<file path="config.mk">
export PLATFORM = sky130hd
export DESIGN_NAME = standoff_round_ctrl
export DESIGN_NICKNAME = d
export VERILOG_FILES = /design/src/rtl/standoff_round_ctrl.sv
export SDC_FILE = /design/constraint.sdc
export NUM_CORES = 1
export LEC_CHECK = 0
export ABC_CLOCK_PERIOD_IN_PS = 3100
export BUFFER_PORTS_ARGS = -buffer_cell sky130_fd_sc_hd__buf_2
export CAP_MARGIN = 20
export CORE_AREA = 8 8 87 89
export DETAILED_ROUTE_END_ITERATION = 7
export DIE_AREA = 0 0 95 97
export PLACE_DENSITY = 0.74
export SYNTH_ARGS = -nofsm -noshare
export SYNTH_HDL_FRONTEND = slang
export SYNTH_SLANG_ARGS = --single-unit
</file>
<file path="constraint.sdc">
create_clock -name clk -period 3.1 [get_ports clk]
set_input_delay 0.62 -clock clk [delete_from_list [all_inputs] [get_ports clk]]
set_output_delay 0.62 -clock clk [all_outputs]
set_load 0.02 [all_outputs]
</file>
<file path="src/rtl/standoff_round_ctrl.sv">
// Standoff round sequencer: countdown timer, choice capture/validation, hit resolution, lives/bullets, winner.
// Latency: start->COUNT 1 cycle; round = COUNT_SECS*TICKS_PER_SEC+3 cycles; no backpressure (pause only freezes countdown).
module standoff_round_ctrl #(
    parameter int TICKS_PER_SEC = 100_000_000,
    parameter int COUNT_SECS    = 5,
    parameter int MAX_LIVES     = 3,
    parameter int MAX_BULLETS   = 3
) (
    input  logic       clk,
    input  logic       reset,
    input  logic       start,
    input  logic       pause,
    input  logic [2:0] p1_choice,
    input  logic [2:0] p2_choice,
    output logic [2:0] state,
    output logic [6:0] countdown,
    output logic       round_tick,
    output logic [2:0] p1_vchoice,
    output logic [2:0] p2_vchoice,
    output logic [1:0] p1_bullets,
    output logic [1:0] p2_bullets,
    output logic [1:0] p1_lives,
    output logic [1:0] p2_lives,
    output logic       game_over,
    output logic [1:0] winner
);
    typedef enum logic [2:0] {
        S_IDLE    = 3'd0,
        S_COUNT   = 3'd1,
        S_CAPTURE = 3'd2,
        S_RESOLVE = 3'd3,
        S_UPDATE  = 3'd4,
        S_OVER    = 3'd5
    } state_t;

    localparam int          PW      = (TICKS_PER_SEC > 1) ? $clog2(TICKS_PER_SEC) : 1;
    localparam logic [PW-1:0] P_LAST = PW'(TICKS_PER_SEC - 1);
    localparam logic [2:0]  SECS0   = 3'(COUNT_SECS);
    localparam logic [1:0]  LIVES0  = 2'(MAX_LIVES);
    localparam logic [1:0]  BMAX    = 2'(MAX_BULLETS);
    localparam logic [2:0]  C_SHOOT  = 3'b001;
    localparam logic [2:0]  C_RELOAD = 3'b010;
    localparam logic [2:0]  C_DUCK   = 3'b100;

    state_t        r_state, w_next;
    logic [PW-1:0] r_presc;
    logic [2:0]    r_sec;
    logic [2:0]    r_c1, r_c2, r_v1, r_v2;
    logic [1:0]    r_b1, r_b2, r_l1, r_l2;
    logic          r_tick;
    logic [1:0]    r_winner;

    logic          w_wrap, w_start, w_hit1, w_hit2, w_over;
    logic [1:0]    w_b1_nxt, w_b2_nxt, w_l1_nxt, w_l2_nxt;

    function automatic logic [2:0] legal(input logic [2:0] c);
        return (c == C_SHOOT || c == C_RELOAD || c == C_DUCK) ? c : 3'b000;
    endfunction

    function automatic logic [1:0] bullets_after(input logic [2:0] v, input logic [1:0] b);
        logic [1:0] res;
        res = b;
        if (v == C_SHOOT && b != 2'd0)
            res = b - 2'd1;
        else if (v == C_RELOAD && b != BMAX)
            res = b + 2'd1;
        return res;
    endfunction

    assign w_wrap  = (r_state == S_COUNT) && !pause && (r_presc == P_LAST);
    assign w_start = start && (r_state == S_IDLE || r_state == S_OVER);

    always_comb begin
        w_b1_nxt = bullets_after(r_v1, r_b1);
        w_b2_nxt = bullets_after(r_v2, r_b2);
        // A player is hit when the opponent fires and they did not duck.
        w_hit1   = (r_v2 == C_SHOOT) && (r_v1 != C_DUCK) && (r_l1 != 2'd0);
        w_hit2   = (r_v1 == C_SHOOT) && (r_v2 != C_DUCK) && (r_l2 != 2'd0);
        w_l1_nxt = r_l1 - {1'b0, w_hit1};
        w_l2_nxt = r_l2 - {1'b0, w_hit2};
        w_over   = (w_l1_nxt == 2'd0) || (w_l2_nxt == 2'd0);
    end

    always_comb begin
        w_next = r_state;
        case (r_state)
            S_IDLE, S_OVER: if (start) w_next = S_COUNT;
            S_COUNT:        if (w_wrap && r_sec == 3'd1) w_next = S_CAPTURE;
            S_CAPTURE:      w_next = S_RESOLVE;
            S_RESOLVE:      w_next = S_UPDATE;
            S_UPDATE:       w_next = w_over ? S_OVER : S_COUNT;
            default:        w_next = S_IDLE;
        endcase
    end

    always_ff @(posedge clk or negedge reset) begin
        if (!reset)
            r_state <= S_IDLE;
        else
            r_state <= w_next;
    end

    always_ff @(posedge clk or negedge reset) begin
        if (!reset) begin
            r_presc  <= '0;
            r_sec    <= 3'd0;
            r_c1     <= 3'd0;
            r_c2     <= 3'd0;
            r_v1     <= 3'd0;
            r_v2     <= 3'd0;
            r_b1     <= 2'd0;
            r_b2     <= 2'd0;
            r_l1     <= LIVES0;
            r_l2     <= LIVES0;
            r_tick   <= 1'b0;
            r_winner <= 2'd0;
        end else begin
            r_tick <= (r_state == S_UPDATE);

            if (w_next == S_COUNT && r_state != S_COUNT) begin
                r_presc <= '0;
                r_sec   <= SECS0;
            end else if (r_state == S_COUNT && !pause) begin
                if (r_presc == P_LAST) begin
                    r_presc <= '0;
                    if (r_sec != 3'd0) r_sec <= r_sec - 3'd1;
                end else begin
                    r_presc <= r_presc + 1'b1;
                end
            end

            if (w_start) begin
                r_l1     <= LIVES0;
                r_l2     <= LIVES0;
                r_b1     <= 2'd0;
                r_b2     <= 2'd0;
                r_v1     <= 3'd0;
                r_v2     <= 3'd0;
                r_winner <= 2'd0;
            end

            if (r_state == S_CAPTURE) begin
                r_c1 <= legal(p1_choice);
                r_c2 <= legal(p2_choice);
            end

            // An empty gun cannot fire; a full reload is kept but changes nothing.
            if (r_state == S_RESOLVE) begin
                r_v1 <= (r_c1 == C_SHOOT && r_b1 == 2'd0) ? 3'd0 : r_c1;
                r_v2 <= (r_c2 == C_SHOOT && r_b2 == 2'd0) ? 3'd0 : r_c2;
            end

            if (r_state == S_UPDATE) begin
                r_b1 <= w_b1_nxt;
                r_b2 <= w_b2_nxt;
                r_l1 <= w_l1_nxt;
                r_l2 <= w_l2_nxt;
                if (w_over) r_winner <= {w_l1_nxt == 2'd0, w_l2_nxt == 2'd0};
            end
        end
    end

    assign state      = r_state;
    assign countdown  = (r_state == S_COUNT) ? ~(7'h7f << r_sec) : 7'd0;
    assign round_tick = r_tick;
    assign p1_vchoice = r_v1;
    assign p2_vchoice = r_v2;
    assign p1_bullets = r_b1;
    assign p2_bullets = r_b2;
    assign p1_lives   = r_l1;
    assign p2_lives   = r_l2;
    assign game_over  = (r_state == S_OVER);
    assign winner     = r_winner;
endmodule
</file>
; ---- After elaboration in Yosys (flattened, before gate mapping)
; Cells that the tools add are included.
[word_totals]
out_inout_bits = 28
elab_cells = 123
ff_bits = 56
input_bits = 10
[classes]
n_reduce_logical = 41
eq_ne = 27
bitwise = 1
muxes = 32
addsub = 8
n_shift = 1
[op_table]
columns = operator, count
row1 = $mux 27, 3
row2 = $mux 3, 14
row3 = $add 27x1->27 const B, 1
row4 = $eq 27x27->1 const B, 1
row5 = $eq 3x1->1 const B, 9
row6 = $mux 2, 13
row7 = $eq 3x2->1 const B, 6
row8 = $reduce_bool 2->1, 9
row9 = $logic_and 1x1->1, 15
row10 = $pmux 3 s5, 1
row11 = $eq 3x3->1 const B, 4
row12 = $ne 3x3->1 const B, 4
row13 = $logic_not 2->1, 4
row14 = $mux 7, 1
row15 = $not 7->7, 1
row16 = $shl 7x3->7 const A, 1
row17 = $logic_or 1x1->1, 6
row18 = $add 2x1->2 const B, 2
row19 = $ne 2x2->1 const B, 2
row20 = $reduce_and 2->1, 2
row21 = $sub 2x1->2, 2
row22 = $sub 2x1->2 const B, 2
row23 = $logic_not 3->1, 1
row24 = $ne 3x1->1 const B, 1
row25 = 5 further kinds, 5

; ---- Depth between registers and ports, before layout
; Gate-level depths: netlist (run 1).
[logic_depth]
word_depth = 12
depth_mapped = 11
mapped_depth_nobuf = 9

; ---- Worst setup path after synthesis (run 1)
; Ideal clock, no wire load.
[synth_timing]
path_type = reg-to-reg
start = register r_v2[0], in the netlist p2_vchoice[0]
end = register r_presc[26]
setup_ps = 130
required_time_ps = 2970
arrival_ps = 2320
stages_incl_launch_ff = 12
setup_slack_ps = 651
cell_sequence = dfrtp_1 > nor2b_1 > nand2_1 > a211oi_1 > ha_1 > and4bb_2 > nand2_2 > a31oi_4 > buf_4 > buf_4 > o31ai_1 > a21oi_1
[synth_via]
elab_chain_len = 11
[synth_lines]
columns = element, line_no
row1 = start: declaration, 48  ; logic [2:0] r_c1, r_c2, r_v1, r_v2;
row2 = start signal: assignment, 150  ; r_v2 <= (r_c2 == C_SHOOT && r_b2 == 2'd0) ? 3'd0 : r_c2;
row3 = $eq 3x1->1 / $ne 3x3->1 (equally long branches), "77, 78"
row4 = "$logic_and 1x1->1, on equally long branches (2 in series)", "77, 78"
row5 = "$sub 2x1->2, on equally long branches", "79, 80"
row6 = $logic_not 2->1, 81  ; w_over = (w_l1_nxt == 2'd0) || (w_l2_nxt == 2'd0);
row7 = $logic_or 1x1->1 (*), 81
row8 = $mux 3 (*), 91  ; S_UPDATE: w_next = w_over ? S_OVER : S_COUNT;
row9 = $pmux 3 s5 (*), 86  ; case (r_state)
row10 = $eq 3x1->1 (*), 120  ; if (w_next == S_COUNT && r_state != S_COUNT) begin
row11 = $logic_and 1x1->1 (*), 120
row12 = $mux 27 / $reduce_bool 2->1 (equally long branches), -
row13 = end signal: assignment, 128  ; r_presc <= r_presc + 1'b1;
row14 = end: declaration, 46  ; logic [PW-1:0] r_presc;
; Mark *: on every way between the ends. The rest lies on a longest branch, timed or not.
; A chain may end at the register's enable or synchronous reset.

; ---- Worst setup path in the final report (run 1)
[layout_timing]
start = register r_v2[1], in the netlist p2_vchoice[1]
end = register r_presc[14]
; Same word-level chain as after synthesis.

==> results of run 1 <==
-- through the flow --
stage / std cells / setup WS, ps
after global routing: 474 / 189.4
after detailed placement: 466 / 468.3
after floorplan: 361 / 650.8
after CTS: 474 / 438.1
final: 474 / 442.5
after global placement: 466 / 540.7
-- routing by layer --
metal,track usage,vias to the layer above,part of all wire
met2,0.2489,66,0.44
met4,0.04808,0,0.0092
met3,0.03478,6,0.052
met1,0.2501,1312,0.50
li1,-,1383,-
met5,0,-,0
-- cell families after synthesis --
kind of cell / synth area share
compound gates: 0.1757
xor+xnor: 0.03167
fa+ha+maj: 0.03017
buf+inv: 0.04638
flops: 0.4238
mux: 0.01207
simple gates: 0.2802
-- worst max-delay path, stage by stage (launching register included) --
cell and delay (ps):
dfrtp_1 440, nor2b_1 180, nand2_1 120, a211oi_1 230, ha_1 260, and4bb_2 230, nand2_2 130, a31oi_4 270
or4_1 580, a21oi_1 160
-- final timing paths --
kind                                from     endpoint  slack (ps)  cells after the start
hold / removal                     reset  r_presc[18]         240                      1
setup reg to reg           p2_vchoice[1]  r_presc[14]         440                      9
setup / recovery           p2_vchoice[1]  r_presc[14]         440                      9
min in group clk            p2_choice[2]      r_c2[0]         510                      2
max in group asynchronous          reset  p2_lives[0]        2000                      2
hold reg to reg                  r_c1[0]      r_c1[0]         510                      2
-- registers in the layout (all words and copies together), names as in the netlist --
name        cells
winner          2
r_sec           3
round_tick      1
p2_lives        2
p1_bullets      2
p2_bullets      2
r_c1            3
p1_vchoice      3
p1_lives        2
r_presc        27
state           3
r_c2            3
p2_vchoice      3
-- layout by cell type, fill, tap and decap left out, types with 2 or more instances in the layout --
master	count
a31oi_1	5
and2_1	6
nor4_1	2
nand2b_1	2
clkbuf_8	7
nand3_1	17
buf_4	4
o31ai_1	12
nand4_1	6
ha_1	8
a211oi_1	6
nor3_1	8
nand2_2	3
and4_1	4
nand2_1	47
inv_1	16
a21oi_1	20
o21a_1	5
nor2b_1	3
buf_2	37
xor2_1	6
o41ai_1	4
nor2_1	31
o21ai_0	21
or3_1	6
xnor2_1	6
dfrtp_1	52
nor4_4	2
or4_1	9
and4bb_2	2
mux2i_1	4
and3_1	4
dfstp_2	4
or4b_4	2
-- power breakdown --
part / switching (mW) / internal (mW)
logic: 0.122 / 0.0824
registers: 0.0579 / 0.785
clock network: 0.241 / 0.285
total: 0.420 / 1.15
-- layout make-up --
cell class / count / area [sq um] / area share
sequential: 56 / 1406 / 0.3840
clock inverter: 1 / 30.03 / 0.008200
inverter: 16 / 60.06 / 0.01640
timing repair buffer: 41 / 215.2 / 0.05876
clock buffer: 7 / 96.34 / 0.02631
tap: 77 / 96.34 / 0.02631
multi-input combinational: 276 / 1758 / 0.4800
==> results.md, run 1 <==
* CTS resizes at 0
* Die Span X at about 95 um
* Worst-path clk slew at 100 ps
* CTS Buffer Depth at 2
* Vias in the first global route at about 2700
* Count leader, synth: dfrtp_1
* Sequential area share after synthesis at 0.4238
* Avg Synthesized Cell Area at 9.192 sq um
* Critical Path End Type: flip-flop
* Clock Sinks at 56
* Hold_ws at between 200 and 250 ps
* Ant diodes at 0
* Total track usage at 0.1718
* Final-stage net count at 414
* Post-synth top area share at 0.3922
* DP Wirelength at 5.470 mm
* Slew Limit Fails at 0
* Synth Net Count at 379
* Initial DRC count at about 200
* CP Data Required Time at 3350 ps
* Status: completed
* Fmax at 376.3 MHz
* Max IR drop VDD at 0.0002156 V
* Synth Flop Type: dfrtp_1
* First-pass GRT wire length at around 13 mm
* Leakage power at about 1.6 nW
* Largest net degree at the start of global routing at 38
* Area growth from synthesis to layout at 10.37%
* Min-delay worst type: input port to asynchronous set/reset pin
* Clk Latency, worst-skew pair at between 300 and 400 ps
* # hold bufs at CTS at 0
* Final Hold Violating Endpoints at 0
* CTS root buf: clkbuf_8
* Power Dens Cells at 429.5 nW/um^2
* # port buffers at 37
* Seq cells post-synth at 56
* TritonRoute pass-1 iters at 4
* CTS Buf Count at 5
* Worst Setup Start Kind: flip-flop
* Async SR Flop Fraction at 1.000
* Rows at 29
* I/O pins at 38
* Netlist cell types at 60
* Grt total ovfl at 0
* Initial antenna violation count at 0
* Antenna viol nets, final at 0
* RSZ-0062 raised after global routing: false
* WL/cell at 15.64 um
* Dpl cell area at between 3000 and 4000 sq um
* Syn. warnings at 0
* Slew headroom at 0.5452
* Initial Util at 0.5348
* Peak fanout along the critical path at 28
* Fin crit share at 0.8572
* CP Class: flip-flop to flip-flop
* DR vias/cell at 5.838
* Post-synth top area cell: dfrtp_1
* CTS tree: yes
* Synth top area cells: dfrtp_1 39%, nand2_1 5.3%, nor2_1 3.5%
* Tmin final at between 2000 and 3000 ps
* Setup tns final at 0 ps
* Post-layout util at 0.5902
* Core outline area at 6205 sq um
* RD Place Congestion at between 0.8 and 0.9
* Routed WL at about 7.4 mm
* Synth Cell Area at between 3000 and 4000 sq um
* Layout fillers at approximately 570
* # setup viols final at 0
* Final instance area at around 3700 sq um
* Data arrival, critical path at slightly below 3000 ps
* Ratio of cells with drive above 1 in the final layout at 0.1864
* Cell count after synthesis at 361
* Commonest cells in the netlist: 52 x dfrtp_1, 47 x nand2_1, 31 x nor2_1, 21 x o21ai_0, 20 x a21oi_1
* Post-CTS setup buffers at 0
* Max-cap violations at 0
* PnR Total Power at roughly 1.6 mW
* Via count at about 2800
* Die height at a little under 100 um
* EDFF count, synth at 0
* CTS H-tree depth at 2
* Clock Skew at 6.440 ps
* Total die area at ~9000 sq um
* Residual DRC count at 0
* Slew @ Worst Pin at around 700 ps
No activity file was read; power rests on OpenSTA's default activity.
==> run 2, diff against run 1 <==
--- a/config.mk
+++ b/config.mk
@@ -8,10 +8,12 @@
 export ABC_CLOCK_PERIOD_IN_PS = 3100
 export BUFFER_PORTS_ARGS = -buffer_cell sky130_fd_sc_hd__buf_2
 export CAP_MARGIN = 20
-export CORE_AREA = 8 8 87 89
+export CELL_PAD_IN_SITES_DETAIL_PLACEMENT = 1
+export CELL_PAD_IN_SITES_GLOBAL_PLACEMENT = 2
+export CORE_AREA = 8 8 106 108
 export DETAILED_ROUTE_END_ITERATION = 7
-export DIE_AREA = 0 0 95 97
-export PLACE_DENSITY = 0.74
+export DIE_AREA = 0 0 114 116
+export PLACE_DENSITY_LB_ADDON = 0.1
 export SYNTH_ARGS = -nofsm -noshare
 export SYNTH_HDL_FRONTEND = slang
 export SYNTH_SLANG_ARGS = --single-unit
==> run 2 against run 1 <==
Effect of this change: clock power increased by 1%; total power increased by 0.74%; critical path depth unchanged; die area increased by 44%; sequential cell count unchanged; first-iteration DRC count decreased by 27%; critical endpoint is now r_presc[25].
==> results.md, run 2 (synthesis gave the netlist of run 1 again) <==
* Status: completed
* DP Wirelength at 6.683 mm
* Leakage power at between 1.5 and 2 nW
* Clock Sinks at 56
* TritonRoute pass-1 iters at 4
* Initial Util at 0.3475
* Area growth from synthesis to layout at 13.16%
* Worst Setup Start Kind: flip-flop
* CP Data Required Time at ~3300 ps
* Start of the worst register-to-register path: p2_vchoice[1]
* Non-Filler Instances at 533
* # setup viols final at 0
* Fmax at 361.0 MHz
* Largest net degree at the start of global routing at 29
* # port buffers at 37
* CTS Buf Count at 5
* Clk Latency, worst-skew pair at slightly above 300 ps
* Routed WL at roughly 9.0 mm
* I/O pins at 38
* Initial DRC count at approximately 140
* Dpl cell area at about 3600 sq um
* Most common cell after layout, fill and taps aside: dfrtp_1
* Antenna viol nets, final at 0
* Max IR drop VDD at about 0.00032 V
* Setup tns final at 0 ps
* Layout fillers at about 1100
* Max-cap violations at 0
* CTS tree: yes
* WL/cell at 16.84 um
* Grt total ovfl at 0
* Total die area at ~13000 sq um
* Die height at 116 um
* Min-delay worst type: input port to asynchronous set/reset pin
* Ratio of cells with drive above 1 in the final layout at 0.1925
* Rows at 36
* Final-stage net count at between 400 and 500
* Max reg flops at 27
* Die Span X at 114 um
* Post-CTS setup buffers at 0
* Biggest register: r_presc
* Via count at around 2800
* Clock Skew at 8.279 ps
* Multi-input logic area at roughly 1800 sq um
* Slew Limit Fails at 0
* CTS H-tree depth at 2
* CP Class: flip-flop to flip-flop
* Final instance area at about 3800 sq um
* Data arrival, critical path at roughly 3000 ps
* Slew headroom at 0.4893
* Total track usage at 0.1403
* Slew @ Worst Pin at roughly 770 ps
* Ant diodes at 0
* Worst-path clk slew at 100 ps
* CTS root buf: clkbuf_8
* CTS resizes at 0
* Placed Cells at between 500 and 600
* Core outline area at approximately 9500 sq um
* R2R Path End: r_presc[25]
* Register-to-Register Path Depth at 9
* Residual DRC count at 0
* Tmin final at around 2800 ps
* First-pass GRT wire length at 14.90 mm
* Reg area at roughly 1400 sq um
* Critical Path End Type: flip-flop
* Final Hold Violating Endpoints at 0
* Fin crit share at 0.8937
* DR vias/cell at 5.285
* Initial antenna violation count at 0
* # hold bufs at CTS at 0
* CTS Buffer Depth at 2
* Vias in the first global route at between 2000 and 3000
* RSZ-0062 raised after global routing: false
* Power Dens Cells at between 400 and 500 nW/um^2
* Peak fanout along the critical path at 28
* Setup slack, reg-to-reg at ~330 ps
* RD Place Congestion at 0.7835
* Most frequent cells in the layout: 52 x dfrtp_1, 47 x nand2_1, 37 x buf_2
[run 2: changes by cell type in the layout (fill, tap and decap cells not counted), sizes merged]
cell  before  now
buf       41   44
[run 2: power breakdown]
part	internal (mW)	total [mW]	switching, mW
combinational	0.0833	0.208	0.125
sequential	0.785	0.846	0.0611
clock	0.286	0.531	0.245
total	1.15	1.58	0.431
[run 2: critical path, stage by stage (launching register included)]
cell and delay [ps]:
dfrtp_1 450, nor2b_1 190, nand2_1 120, a211oi_1 250, ha_1 270, and4bb_2 240, nand2_2 130, a31oi_4 300
or4_4 610, a21oi_2 140
[run 2: worst max path at each step]
stage,from,end,slack [ps],cells past startpoint
floorplan,p2_vchoice[0],r_presc[26],650,11
global placement,p2_vchoice[1],r_presc[25],480,9
detailed placement,p2_vchoice[1],r_presc[14],330,9
CTS,p2_vchoice[1],r_presc[25],310,9
global route,p2_vchoice[1],r_presc[16],120,9
finish,p2_vchoice[1],r_presc[25],330,9
[run 2: final cells by class]
| cell class | count | area share |
|---|---|---|
| flip-flops and latches | 56 | 0.3745 |
| well taps | 133 | 0.04432 |
| clock buffers | 7 | 0.02566 |
| repair buffers | 44 | 0.06331 |
| inverters | 16 | 0.01599 |
| multi-input cells | 276 | 0.4682 |
| clock inverters | 1 | 0.007997 |
[run 2: layer usage]
metal  track usage  share of wire
met1        0.2044           0.54
met5             0              0
met3       0.02241          0.029
met4       0.03461          0.010
met2        0.2098           0.42
[run 2: per-stage QoR]
stage                     setup slack, ps  hold WS (ps)    util  total power [mW]
after floorplan                     650.8         324.4       -            0.9839
after global placement              479.7         485.7  0.3800             1.062
after detailed placement            332.0         497.6  0.3800             1.070
after CTS                           314.1         273.7  0.3932             1.612
after global routing                120.9         296.8  0.3932             1.672
final                               329.6         267.6  0.3932             1.585
